File: config.mk
export PLATFORM = sky130hd
export DESIGN_NAME = pipe_stall_ctrl
export DESIGN_NICKNAME = d
export VERILOG_FILES = /design/src/rtl/pipe_pkg.sv /design/src/rtl/hazard_match.sv /design/src/rtl/pipe_stall_ctrl.sv
export SDC_FILE = /design/constraint.sdc
export NUM_CORES = 1
export LEC_CHECK = 0
export ABC_AREA = 1
export CAP_MARGIN = 25
export CORE_MARGIN = 3
export CORE_UTILIZATION = 30
export DETAILED_ROUTE_END_ITERATION = 10
export GPL_TIMING_DRIVEN = 0
export SYNTH_ARGS = -nofsm -noshare
export SYNTH_HDL_FRONTEND = slang
export SYNTH_SLANG_ARGS = --single-unit
File: constraint.sdc
create_clock -name clk -period 1.8 [get_ports clk]
set_input_delay 0.18 -clock clk [delete_from_list [all_inputs] [get_ports clk]]
set_output_delay 0.18 -clock clk [all_outputs]
set_load 0.02 [all_outputs]
File: src/rtl/pipe_pkg.sv
// Shared types for the stall-only pipeline control: FSM encoding, register-zero
// constant and the shadow-slot record that tracks in-flight destinations.
package pipe_pkg;

  localparam logic [0:0] ST_RUN     = 1'b0;
  localparam logic [0:0] ST_BR_WAIT = 1'b1;

  localparam logic [4:0] REG_ZERO = 5'd0;

  typedef struct packed {
    logic       v;
    logic [4:0] dst;
  } shadow_slot_t;

endpackage

File: src/rtl/hazard_match.sv
// Compares one source register against the EX/MEM/WB shadow slots.
// The WB slot is ignored when the register file writes in the first half-cycle.
module hazard_match
  import pipe_pkg::*;
#(
  parameter int WB_BYPASS = 1
) (
  input  logic [4:0]   src,
  input  shadow_slot_t ex_slot,
  input  shadow_slot_t mem_slot,
  input  shadow_slot_t wb_slot,
  output logic         hit
);

  logic ex_hit;
  logic mem_hit;
  logic wb_hit;

  assign ex_hit  = ex_slot.v  && (ex_slot.dst  == src);
  assign mem_hit = mem_slot.v && (mem_slot.dst == src);
  assign wb_hit  = (WB_BYPASS == 0) && wb_slot.v && (wb_slot.dst == src);
  assign hit     = ex_hit || mem_hit || wb_hit;

endmodule

File: src/rtl/pipe_stall_ctrl.sv
// Hazard and stall sequencer for the 5-stage stall-only pipeline: RAW interlock,
// fixed branch fetch-freeze and a saturating stall-cycle counter.
//
// Handshake: there is no valid/ready pair here; ext_stall is an absolute hold
// (every stage and this block's state freeze), and pc_en/ifid_en are enables
// that the datapath samples on the same clk edge as this block's state.
module pipe_stall_ctrl
  import pipe_pkg::*;
#(
  parameter int BR_PENALTY = 2,
  parameter int WB_BYPASS  = 1,
  parameter int CNT_W      = 32
) (
  input  logic             clk,
  input  logic             rst,
  input  logic             ext_stall,
  input  logic             id_valid,
  input  logic [4:0]       id_rs,
  input  logic [4:0]       id_rt,
  input  logic             id_use_rs,
  input  logic             id_use_rt,
  input  logic             id_wreg,
  input  logic [4:0]       id_wdst,
  input  logic             id_branch,
  output logic             pc_en,
  output logic             ifid_en,
  output logic             ifid_flush,
  output logic             idex_bubble,
  output logic             br_release,
  output logic [CNT_W-1:0] stall_cnt,
  output logic [0:0]       dbg_state
);

  localparam logic [2:0] PEN_LOAD = 3'(BR_PENALTY - 1);

  logic [0:0]   state, state_nx;
  logic [2:0]   pen_cnt, pen_nx;
  shadow_slot_t ex_s, mem_s, wb_s, issue_s;
  logic         rs_hit, rt_hit, hazard;

  hazard_match #(.WB_BYPASS(WB_BYPASS)) u_match_rs (
    .src(id_rs), .ex_slot(ex_s), .mem_slot(mem_s), .wb_slot(wb_s), .hit(rs_hit)
  );

  hazard_match #(.WB_BYPASS(WB_BYPASS)) u_match_rt (
    .src(id_rt), .ex_slot(ex_s), .mem_slot(mem_s), .wb_slot(wb_s), .hit(rt_hit)
  );

  assign hazard = id_valid &&
                  ((id_use_rs && (id_rs != REG_ZERO) && rs_hit) ||
                   (id_use_rt && (id_rt != REG_ZERO) && rt_hit));

  always_comb begin
    pc_en       = 1'b0;
    ifid_en     = 1'b0;
    ifid_flush  = 1'b0;
    idex_bubble = 1'b0;
    br_release  = 1'b0;
    state_nx    = state;
    pen_nx      = pen_cnt;
    if (rst) begin
      ifid_flush  = 1'b1;
      idex_bubble = 1'b1;
      state_nx    = ST_RUN;
      pen_nx      = 3'd0;
    end else begin
      case (state)
        ST_RUN: begin
          if (ext_stall) begin
            // ID/EX is held by ext_stall in the datapath, so no bubble here
          end else if (hazard) begin
            idex_bubble = 1'b1;
          end else if (id_valid && id_branch) begin
            ifid_en    = 1'b1;
            ifid_flush = 1'b1;
            pen_nx     = PEN_LOAD;
            state_nx   = ST_BR_WAIT;
          end else begin
            pc_en   = 1'b1;
            ifid_en = 1'b1;
          end
        end
        ST_BR_WAIT: begin
          ifid_flush  = 1'b1;
          idex_bubble = 1'b1;
          if (!ext_stall) begin
            ifid_en = 1'b1;
            if (pen_cnt == 3'd0) begin
              pc_en      = 1'b1;
              br_release = 1'b1;
              state_nx   = ST_RUN;
            end else begin
              pen_nx = pen_cnt - 3'd1;
            end
          end
        end
        default: state_nx = ST_RUN;
      endcase
    end
  end

  // A bubbled ID instruction never reaches EX, so it must not occupy a slot.
  always_comb begin
    issue_s.v   = id_valid && id_wreg && (id_wdst != REG_ZERO) && !idex_bubble;
    issue_s.dst = id_wdst;
  end

  always_ff @(posedge clk) begin
    if (rst) begin
      state     <= ST_RUN;
      pen_cnt   <= 3'd0;
      ex_s      <= '0;
      mem_s     <= '0;
      wb_s      <= '0;
      stall_cnt <= '0;
    end else begin
      state   <= state_nx;
      pen_cnt <= pen_nx;
      if (!ext_stall) begin
        ex_s  <= issue_s;
        mem_s <= ex_s;
        wb_s  <= mem_s;
      end
      if (!pc_en && (stall_cnt != {CNT_W{1'b1}}))
        stall_cnt <= stall_cnt + 1'b1;
    end
  end

  assign dbg_state = state;

endmodule

==> results of run 1 <==
==> metrics by stage <==
step / cell area [um^2] / setup TNS [ps]
final: 4740 / -5810
after detailed placement: 3900 / -22790
after global routing: 4740 / -9310
after CTS: 4240 / -1270
after floorplan: 3130 / 0
after global placement: 3900 / -21480
==> cells by family after synthesis <==
group / after synthesis / synth area share (%)
compound gates: 63 / 10.4
xor+xnor: 31 / 8.71
fa+ha+maj: 3 / 1.20
buf+inv: 63 / 8.31
flops: 48 / 30.8
simple gates: 288 / 40.6
==> tightest hold or removal path, stage by stage <==
cell             delay, ps
clkdlybuf4s50_1        390
nand2_1                 60
a21oi_1                 50
==> cell usage in the layout (no fill, tap or decap), types with 2 or more instances in the layout <==
master and n:
nor2_1 45, dfxtp_4 5, buf_4 28, inv_2 10, inv_4 4, xor2_1 24
nand3_2 2, dlygate4sd2_1 9, nor2_4 4, clkdlybuf4s50_1 45, ha_1 2, clkbuf_8 5
nand2_1 114, nand3_1 10, buf_8 3, o21ai_1 2, nand4_1 40, xnor2_1 7
dfxtp_1 29, nor3_1 14, nor2_2 7, a21oi_1 20, dfxtp_2 14, clkbuf_1 5
clkbuf_2 3, buf_6 11, nor3_2 2, nand3_4 2, a21oi_2 27, nand2_2 26
nand2_4 17, o21ai_0 12, inv_1 30
==> per-layer routing <==
metal  GRT usage (%)  part of all wire (%)
met1            24.0                    47
met2            28.7                    47
met3            3.06                   4.3
met4            3.61                   1.1
met5               0                     0
==> repair_timing <==
action                     CTS  global route
gates cloned                 0             3
buffers inserted            18            17
gates resized for setup     79           124
setup endpoints to repair   37            41
pin swaps                   10            48
==> sequential cells by signal (all words and copies together) (netlist names) <==
signal,cells
dbg_state,1
ex_s,6
mem_s,6
pen_cnt,3
stall_cnt,32
==> worst max-delay path by stage <==
stage               depth (start not counted)                       from                         end
floorplan                                  11  stall_cnt[0]$_SDFFE_PP0P_  stall_cnt[16]$_SDFFE_PP0P_
detailed placement                         14                   id_rt[4]                       pc_en
global placement                           14                   id_rt[3]                       pc_en
CTS                                        12       ex_s[4]$_SDFFE_PP0N_                  ifid_flush
finish                                      8                   id_valid                       pc_en
global route                               12       ex_s[2]$_SDFFE_PP0N_                  ifid_flush
==> layout make-up <==
| type | instances | area share, % |
|---|---|---|
| Buffer | 17 | 2.77 |
| Clock buffer | 5 | 1.45 |
| Clock inverter | 3 | 0.898 |
| Inverter | 44 | 3.70 |
| Multi-Input combinational cell | 385 | 48.4 |
| Sequential cell | 48 | 21.1 |
| Tap cell | 133 | 3.51 |
| Timing Repair Buffer | 91 | 18.2 |
==> power by group through the flow <==
| stage | logic [mW] | registers [mW] | clock network [mW] |
|---|---|---|---|
| after floorplan | 0.188 | 1.15 | 0 |
| after global placement | 0.334 | 1.14 | 0 |
| after detailed placement | 0.336 | 1.15 | 0 |
| after CTS | 0.380 | 1.12 | 0.820 |
| after global routing | 0.522 | 1.13 | 0.858 |
| final | 0.477 | 1.12 | 0.788 |
==> impl_metrics.csv, run 1 <==
group,metric,value,unit
run_status,outcome,"finished, violations left",
run_status,violations,"setup timing",
power,internal-power,1.71,mW
worst_setup_path,crit_buf_inv,4,
hold_path,holdPathEnd,"ex_s[5]$_SDFFE_PP0N_",
final_layout,multi_input_area,2290,um^2
final_layout,syn_to_final_growth,52.0,%
worst_setup_path,path_cells,"clkdlybuf4s50_1, a21oi_1, inv_1, nor2_1, nand3_4, buf_8, nand2_4, buf_6",
logic_synthesis,async_flop_share,0,%
final_layout,fin_cells,726,
worst_setup_path,r2r_slack,-200,ps
logic_synthesis,synth_warnings,0,
timing,worst_slew_pin_slew,715,ps
job,cap_violations,0,
route,routedWlPerCell,14.6,um
route,vias_per_cell,4.96,
logic_synthesis,synth_area,3120,um^2
final_layout,final_core_util,47.6,%
clock_tree,clock-root-buffer,"clkbuf_8",
worst_setup_path,worstPathMaxFanout,6,
power,p_per_area,504,nW/um^2
worst_setup_path,cpPeakStageDelay,570,ps
logic_synthesis,syn_nets,522,
hold_path,worstHoldStart,"id_wreg",
final_layout,drive_above_1_share,30.4,%
final_layout,fillCellCount,1012,
global_route,grt_first_pass_wirelength,16500,um
route,num_vias,3602,
final_layout,num_antenna_cells,0,
timing,fin_skew,14.2,ps
logic_synthesis,synth_top_area_cell,"dfxtp_1",
hold_path,min_path_cells,3,
worst_setup_path,worst_setup_path_start_kind,"primary input",
logic_synthesis,postSynthCellCount,496,
route,first_pass_iters,4,
logic_synthesis,synthTopCellsByCount,"nand2_1, nor2_1, dfxtp_1",
logic_synthesis,synth-edff-count,0,
logic_synthesis,yosysMostFrequentCell,"nand2_1",
global_route,grt_usage,17.5,%
power,total_power,2.39,mW
timing,slew_headroom,52.4,%
worst_setup_path,required,1620,ps
place,dp_cells,689,
floorplan,dieArea,11600,um^2
worst_setup_path,reg2reg_from,"stall_cnt[1]$_SDFFE_PP0P_",
power,netSwitchingFraction,28.3,%
power,power.leakage,1.95,nW
timing,hold_viol_final,0,
worst_setup_path,slowest_stage,"clkdlybuf4s50_1",
worst_setup_path,criticalPathCategory,"in -> out",
route,drt_wl_total,10600,um
power,p_clk_share,33.0,%
worst_setup_path,cp_top_family,"buffers and inverters",
logic_synthesis,synth-seq-cells,48,
place,io_buffers,60,
clock_tree,clk_pin_slew,80,ps
timing,whs,431,ps
floorplan,die_y,108,um
global_route,grt_pass1_vias,3436,
timing,fin_ws,-203,ps
logic_synthesis,synth_area_per_cell,6.28,um^2
place,gp_congestion,0.930,
floorplan,initial_core_util,31.3,%
floorplan,die_x,108,um
global_route,antenna_found_initial,0,
floorplan,core,9950,um^2
place,dpl.hpwl,7560,um
floorplan,ioPinCount,61,
global_route,grt_start_max_net_pins,16,
logic_synthesis,yosysTopAreaCellShare,30.8,%
power,seqPwrFrac,47.0,%
timing,rsz0062_at_grt,"yes",
place,dp_worst_setup_slack,-1050,ps
clock_tree,clk_latency,310,ps
clock_tree,clk_path_buf_depth,2,
final_layout,final_nets,618,
timing,fin_crit,2000,ps
clock_tree,cts.sinks,48,
route,ant_nets,0,
logic_synthesis,synth_ff_type,"dfxtp_1",
logic_synthesis,netlist-cell-type-count,28,
logic_synthesis,synth-seq-area-share,30.8,%
clock_tree,cts_hold_buf,0,
global_route,grt_overflow,0,
clock_tree,htree_num_levels,2,
worst_setup_path,r2r-end,"stall_cnt[28]$_SDFFE_PP0P_",
timing,fmax,0.499,GHz
worst_setup_path,r2r_cells,12,
logic_synthesis,synth.area.top_cells,"dfxtp_1, nand2_1, nand4_1, a21oi_1, xor2_1",
worst_setup_path,endpoint_kind,"primary output",
worst_setup_path,cp.arrival,1820,ps
floorplan,row_count,36,
route,drt-initial-drc-count,187,
power,netSwitchingPower,0.676,mW
clock_tree,cts_made_buffers,5,
timing,period_share,111,%
hold_path,hold_path.class,"in -> reg",
timing,finalSetupViolCount,36,
timing,slew_viol_final,0,
power,p_comb_share,20.0,%
power,peakVddDrop,0.000298,V
clock_tree,tritoncts,"built",
final_layout,seqCellArea,997,um^2
route,drc,0,
Power figures use the tool's default switching activity.
==> inputs of run 2 (changes only) <==
--- a/config.mk
+++ b/config.mk
@@ -11,6 +11,7 @@
 export CORE_UTILIZATION = 30
 export DETAILED_ROUTE_END_ITERATION = 10
 export GPL_TIMING_DRIVEN = 0
+export HOLD_SLACK_MARGIN = 0.08
 export SYNTH_ARGS = -nofsm -noshare
 export SYNTH_HDL_FRONTEND = slang
 export SYNTH_SLANG_ARGS = --single-unit
==> results of run 2 <==
The final DEF is identical to that of run 1; final timing and power are the same.
==> RTL change 1, RTL diff (config.mk and constraints of run 2) <==
Set the parameter `CNT_W` to 16 (it was 32).
--- a/src/rtl/pipe_stall_ctrl.sv
+++ b/src/rtl/pipe_stall_ctrl.sv
@@ -9,7 +9,7 @@
 #(
   parameter int BR_PENALTY = 2,
   parameter int WB_BYPASS  = 1,
-  parameter int CNT_W      = 32
+  parameter int CNT_W      = 16
 ) (
   input  logic             clk,
   input  logic             rst,
Interface: changed (resized stall_cnt); port bits go from 61 to 45. The function was not compared with the original's and may differ.
==> RTL change 1 against run 2 <==
- core utilization down 0.058 points
- worst hold slack better by 46 ps
- sequential share of layout area is 0.55 points higher
- design area decreased by 34%
- the run still ends with negative setup slack left
- first-iteration DRC count decreased by 38%
- setup slack improved by 54 ps
- power shrank 23%
- synthesized cell count shrank 35%
- sequential cell count is 16 lower
- largest cell class unchanged
- clock power decreased by 13%
- wire length down 40%
- synthesized area shrank 33%
==> RTL change 1: results (changes against run 2) <==
Seq/Total Area, Yosys - 30.92% (was 30.84%)
hold_sp - pen_cnt[1] (was id_wreg)
Leak - 1.324 nW (was 1.952 nW)
first-pass GRT wire length - 9832 µm (was 16480 µm)
All-Layer GR Usage - 15.85% (was 17.47%)
worst reg2reg startpoint - ex_s[5] (was stall_cnt[1])
GPL Wtd Cong - 0.8224 (was 0.9295)
Slew @ Worst Pin - 581.7 ps (was 714.6 ps)
largest net degree at the start of global routing - 11 (was 16)
DRT iter0 DRCs - 116 (was 187)
Setup WS post-layout - -149.1 ps (was -203.4 ps)
Finish-stage setup viols - 6 (was 36)
worst-skew pair later-pin latency - 290 ps (was 310 ps)
CP max-delay cell - dfxtp_1 (was clkdlybuf4s50_1)
status - finished, violations left (unchanged)
vias post-DR - 2366 (was 3602)
violated checks - negative setup slack (unchanged)
most instantiated cells after synthesis - 100 x nand2_1, 32 x dfxtp_1, 32 x nor2_1 (was 156 x nand2_1, 54 x nor2_1, 48 x dfxtp_1)
Largest register FFs - 16 (was 32)
Hold Path Class - flop to flop (was primary input to flop)
IO buf count - 44 (was 60)
Max stage delay on crit path - 440 ps (was 570 ps)
Setup Skew - 11.54 ps (was 14.15 ps)
vias in the first global route - 2153 (was 3436)
Crit Path Max Fanout - 4 (was 6)
drt total wl - 6353 µm (was 10630 µm)
layout cell share with drive strength beyond 1 - 29.63% (was 30.35%)
top area cells in the synthesized netlist - dfxtp_1 31%, nand2_1 18%, a21oi_1 6.0% (was dfxtp_1 31%, nand2_1 19%, nand4_1 8.0%)
RTL change 1: cell types whose count changed after synthesis, moves of 3 or more:
| cell | run 2 | this run |
|---|---|---|
| a21oi_1 | 47 | 25 |
| a21oi_2 | 0 | 5 |
| buf_1 | 5 | 1 |
| buf_2 | 0 | 3 |
| clkbuf_1 | 11 | 4 |
| dfxtp_1 | 48 | 32 |
| inv_1 | 34 | 28 |
| nand2_1 | 156 | 100 |
| nand4_1 | 40 | 19 |
| nor2_1 | 54 | 32 |
| nor3_1 | 16 | 5 |
| xnor2_1 | 7 | 3 |
| xor2_1 | 24 | 10 |
RTL change 1: worst min-delay path, stage by stage (launching register included):
cell     delay, ps
dfxtp_1        320
nand2_1         70
a21oi_2         50
RTL change 1: what timing repair did:
item | CTS | global route
hold endpoints to repair | 0 | 0
endpoints found under the setup margin | 17 | 25
pin swaps | 17 | 21
gates resized for setup | 62 | 41
setup buffers | 21 | 11
hold buffers | 0 | 0
RTL change 1: logic make-up after synthesis:
family                   synth area share (%)
flip-flops                              30.92
AO/OA/AOI/OAI                           12.86
XOR/XNOR                                5.495
buffers and inverters                   8.695
AND/OR/NAND/NOR                         40.22
adder cells (fa/ha/maj)                 1.812
RTL change 1: final cells by class:
cell class	instances	area, µm²
Clock inverter	2	35.03
Fill cell	678	3427
Clock buffer	6	72.57
Inverter	36	140.1
Tap cell	77	96.34
Buffer	9	58.81
Timing Repair Buffer	75	671.9
Sequential cell	32	670.6
Multi-Input combinational cell	245	1359
RTL change 1: through the flow:
step                hold slack [ps]  cell area, µm²  std cells  total power (W)  TNS [ps]
floorplan                     322.6            2077        322        0.0009483         0
global placement              452.5            2614        443         0.001083     -6721
detailed placement            464.1            2614        443         0.001088     -7471
CTS                           466.9            2932        472         0.001813    -278.7
global route                  480.5            3104        482         0.001934     -1886
finish                        476.5            3104        482         0.001842    -594.9
RTL change 1: metal layers:
| metal | vias to the layer above | wire length, µm | global-route usage, % |
|---|---|---|---|
| met3 | 8 | 288 | 3.318 |
| met1 | 1097 | 2932 | 20.13 |
| met5 | - | 0 | 0 |
| met4 | 0 | 70 | 4.060 |
| met2 | 51 | 3062 | 27.26 |
| li1 | 1210 | - | - |
RTL change 1: report_power, final:
part,internal (W),switching (W)
logic,0.000181,0.000202
registers,0.000739,0.0000331
clock network,0.000411,0.000275
total,0.00133,0.000511
RTL change 1: path summary, 6_finish.rpt:
| path | end | slack (ps) | cells past startpoint |
|---|---|---|---|
| hold reg to reg | pen_cnt[1] | 480 | 2 |
| hold / removal | pen_cnt[1] | 480 | 2 |
| setup / recovery | ifid_en | -150 | 11 |
| setup reg to reg | pen_cnt[2] | -110 | 14 |
==> RTL change 2, RTL diff (settings of run 2) <==
Without the edit above. Register the output `stall_cnt` once more, cleared by the reset; this adds one clock of latency there. The other outputs are not delayed to match.
--- a/src/rtl/pipe_stall_ctrl.sv
+++ b/src/rtl/pipe_stall_ctrl.sv
@@ -32,6 +32,8 @@
 );
 
   localparam logic [2:0] PEN_LOAD = 3'(BR_PENALTY - 1);
+
+  logic [CNT_W-1:0] stall_cnt_s0;
 
   logic [0:0]   state, state_nx;
   logic [2:0]   pen_cnt, pen_nx;
@@ -112,7 +114,7 @@
       ex_s      <= '0;
       mem_s     <= '0;
       wb_s      <= '0;
-      stall_cnt <= '0;
+      stall_cnt_s0 <= '0;
     end else begin
       state   <= state_nx;
       pen_cnt <= pen_nx;
@@ -121,12 +123,20 @@
         mem_s <= ex_s;
         wb_s  <= mem_s;
       end
-      if (!pc_en && (stall_cnt != {CNT_W{1'b1}}))
-        stall_cnt <= stall_cnt + 1'b1;
+      if (!pc_en && (stall_cnt_s0 != {CNT_W{1'b1}}))
+        stall_cnt_s0 <= stall_cnt_s0 + 1'b1;
     end
   end
 
   assign dbg_state = state;
 
+  always_ff @(posedge clk) begin
+    if (rst) begin
+      stall_cnt <= '0;
+    end else begin
+      stall_cnt <= stall_cnt_s0;
+    end
+  end
+
 endmodule
 
Formal check against the unedited RTL: not equivalent (a bounded check fails within 4 cycles, from zero or initial values and one cycle with rst high).
==> RTL change 2 against run 2 <==
- the run still ends with negative setup slack left
- wire length is 22% higher
- global-route usage is 0.17 points lower
- non-clock buffer count is 14 higher
- critical path depth is 5 higher
- critical endpoint is now ifid_flush
- synthesized area is 29% higher
- first-iteration DRC count is 42% higher
- critical path type unchanged
- sequential cell count is 32 higher
- sequential share of layout area is 5.7 points higher
- largest power group is now the clock network
- synthesized cell count is 17% higher
- worst hold slack better by 17 ps
- power is 91% higher
- setup slack better by 12 ps
- design area is 31% higher
==> RTL change 2: results (changes against run 2) <==
main flop type after synthesis - dfxtp_1 (unchanged)
peak supply drop - 0.0003653 V (was 0.0002984 V)
GPL Wtd Cong - 0.8674 (was 0.9295)
nets@finish - 716 (was 618)
Vias/cell - 4.719 (was 4.961)
worst-skew pair later-pin latency - 350 ps (was 310 ps)
first-pass GRT wire length - 20290 µm (was 16480 µm)
All-Layer GR Usage - 17.30% (was 17.47%)
Slew @ Worst Pin - 696.9 ps (was 714.6 ps)
number of H-tree levels - 3 (was 2)
Setup Skew - 9.217 ps (was 14.15 ps)
status - finished, violations left (unchanged)
layout cell share with drive strength beyond 1 - 33.96% (was 30.35%)
vias in the first global route - 4106 (was 3436)
Crit Path Max Fanout - 4 (was 6)
Leak - 2.640 nW (was 1.952 nW)
Setup WS post-layout - -191.4 ps (was -203.4 ps)
Finish-stage setup viols - 39 (was 36)
drt total wl - 12980 µm (was 10630 µm)
violated checks - negative setup slack (unchanged)
clk slew on worst S/H paths - 60 ps (was 80 ps)
clock root cell - clkbuf_16 (was clkbuf_8)
HPWL after detailed placement - 8863 µm (was 7565 µm)
Seq/Total Area, Yosys - 40.00% (was 30.84%)
most instantiated cells after synthesis - 145 x nand2_1, 87 x nor2_1, 80 x dfxtp_1 (was 156 x nand2_1, 54 x nor2_1, 48 x dfxtp_1)
Post-Place Setup Slack - -990.3 ps (was -1045 ps)
biggest regs - stall_cnt x32, stall_cnt_s0 x32 (was stall_cnt x32, ex_s x6, mem_s x6)
largest net degree at the start of global routing - 18 (was 16)
Setup TNS Final - -2390 ps (was -5813 ps)
top area cells in the synthesized netlist - dfxtp_1 40%, nand2_1 14%, nor2_1 8.2% (was dfxtp_1 31%, nand2_1 19%, nand4_1 8.0%)
CTS buffer count - 9 (was 5)
DRT iter0 DRCs - 265 (was 187)
Unique masters post-synth - 29 (was 28)
syn nets - 606 (was 522)
## RTL change 2: per-stage QoR
stage | cells | instance area [µm²]
after CTS | 850 | 5652
final | 867 | 6198
after detailed placement | 812 | 4822
after global placement | 812 | 4822
after floorplan | 580 | 4006
after global routing | 867 | 6198
## RTL change 2: cell type report
class / instances / area [µm²]
plain buffers: 22 / 185.2
multi-input cells: 412 / 2546
repair buffers: 100 / 978.4
well taps: 172 / 215.2
clock inverters: 7 / 143.9
inverters: 65 / 246.5
fillers: 1267 / 6626
flip-flops and latches: 80 / 1658
clock buffers: 9 / 225.2
## RTL change 2: final timing paths
kind,from,endpoint,slack (ps),cells past startpoint
min,id_wreg,ex_s[5],450,3
min reg2reg,pen_cnt[1],pen_cnt[1],470,2
max reg2reg,stall_cnt_s0[17],stall_cnt_s0[2],-90,9
max,id_rt[2],ifid_flush,-190,13
## RTL change 2: cells by family after synthesis
| kind of cell | synth area share [%] |
|---|---|
| flip-flops | 40.00 |
| buffers and inverters | 8.906 |
| AND/OR/NAND/NOR | 34.69 |
| XOR/XNOR | 6.781 |
| AO/OA/AOI/OAI | 8.688 |
| adder cells (fa/ha/maj) | 0.9376 |
## RTL change 2: what timing repair did
item,CTS,global route
gates cloned,3,2
hold endpoints to repair,0,0
gates resized for setup,127,128
setup endpoints to repair,37,40
setup buffers,20,15
pin swaps,28,22
## RTL change 2: routing by layer
| layer | wire [µm] | GRT usage (%) | up-vias |
|---|---|---|---|
| met5 | 0 | 0 | - |
| met4 | 253 | 6.232 | 0 |
| met3 | 618 | 4.056 | 18 |
| met2 | 6236 | 28.39 | 84 |
| met1 | 5867 | 22.23 | 1911 |
| li1 | - | - | 2078 |
## RTL change 2: worst max-delay path, cell delays in order
cell,delay (ps)
clkdlybuf4s50_1,490
inv_1,90
nand2_1,60
nand2_1,50
nor2_1,110
nand3_1,80
nand2_1,90
nand2_2,70
nand2_4,100
nand2_4,70
a41oi_2,180
nand2_1,100
buf_6,150
## RTL change 2: power by group
group	leakage [nW]	internal, W	switching, W
logic	1.81	0.000216	0.000288
clock network	0.172	0.00150	0.000735
registers	0.662	0.00180	0.0000343
total	2.64	0.00351	0.00106
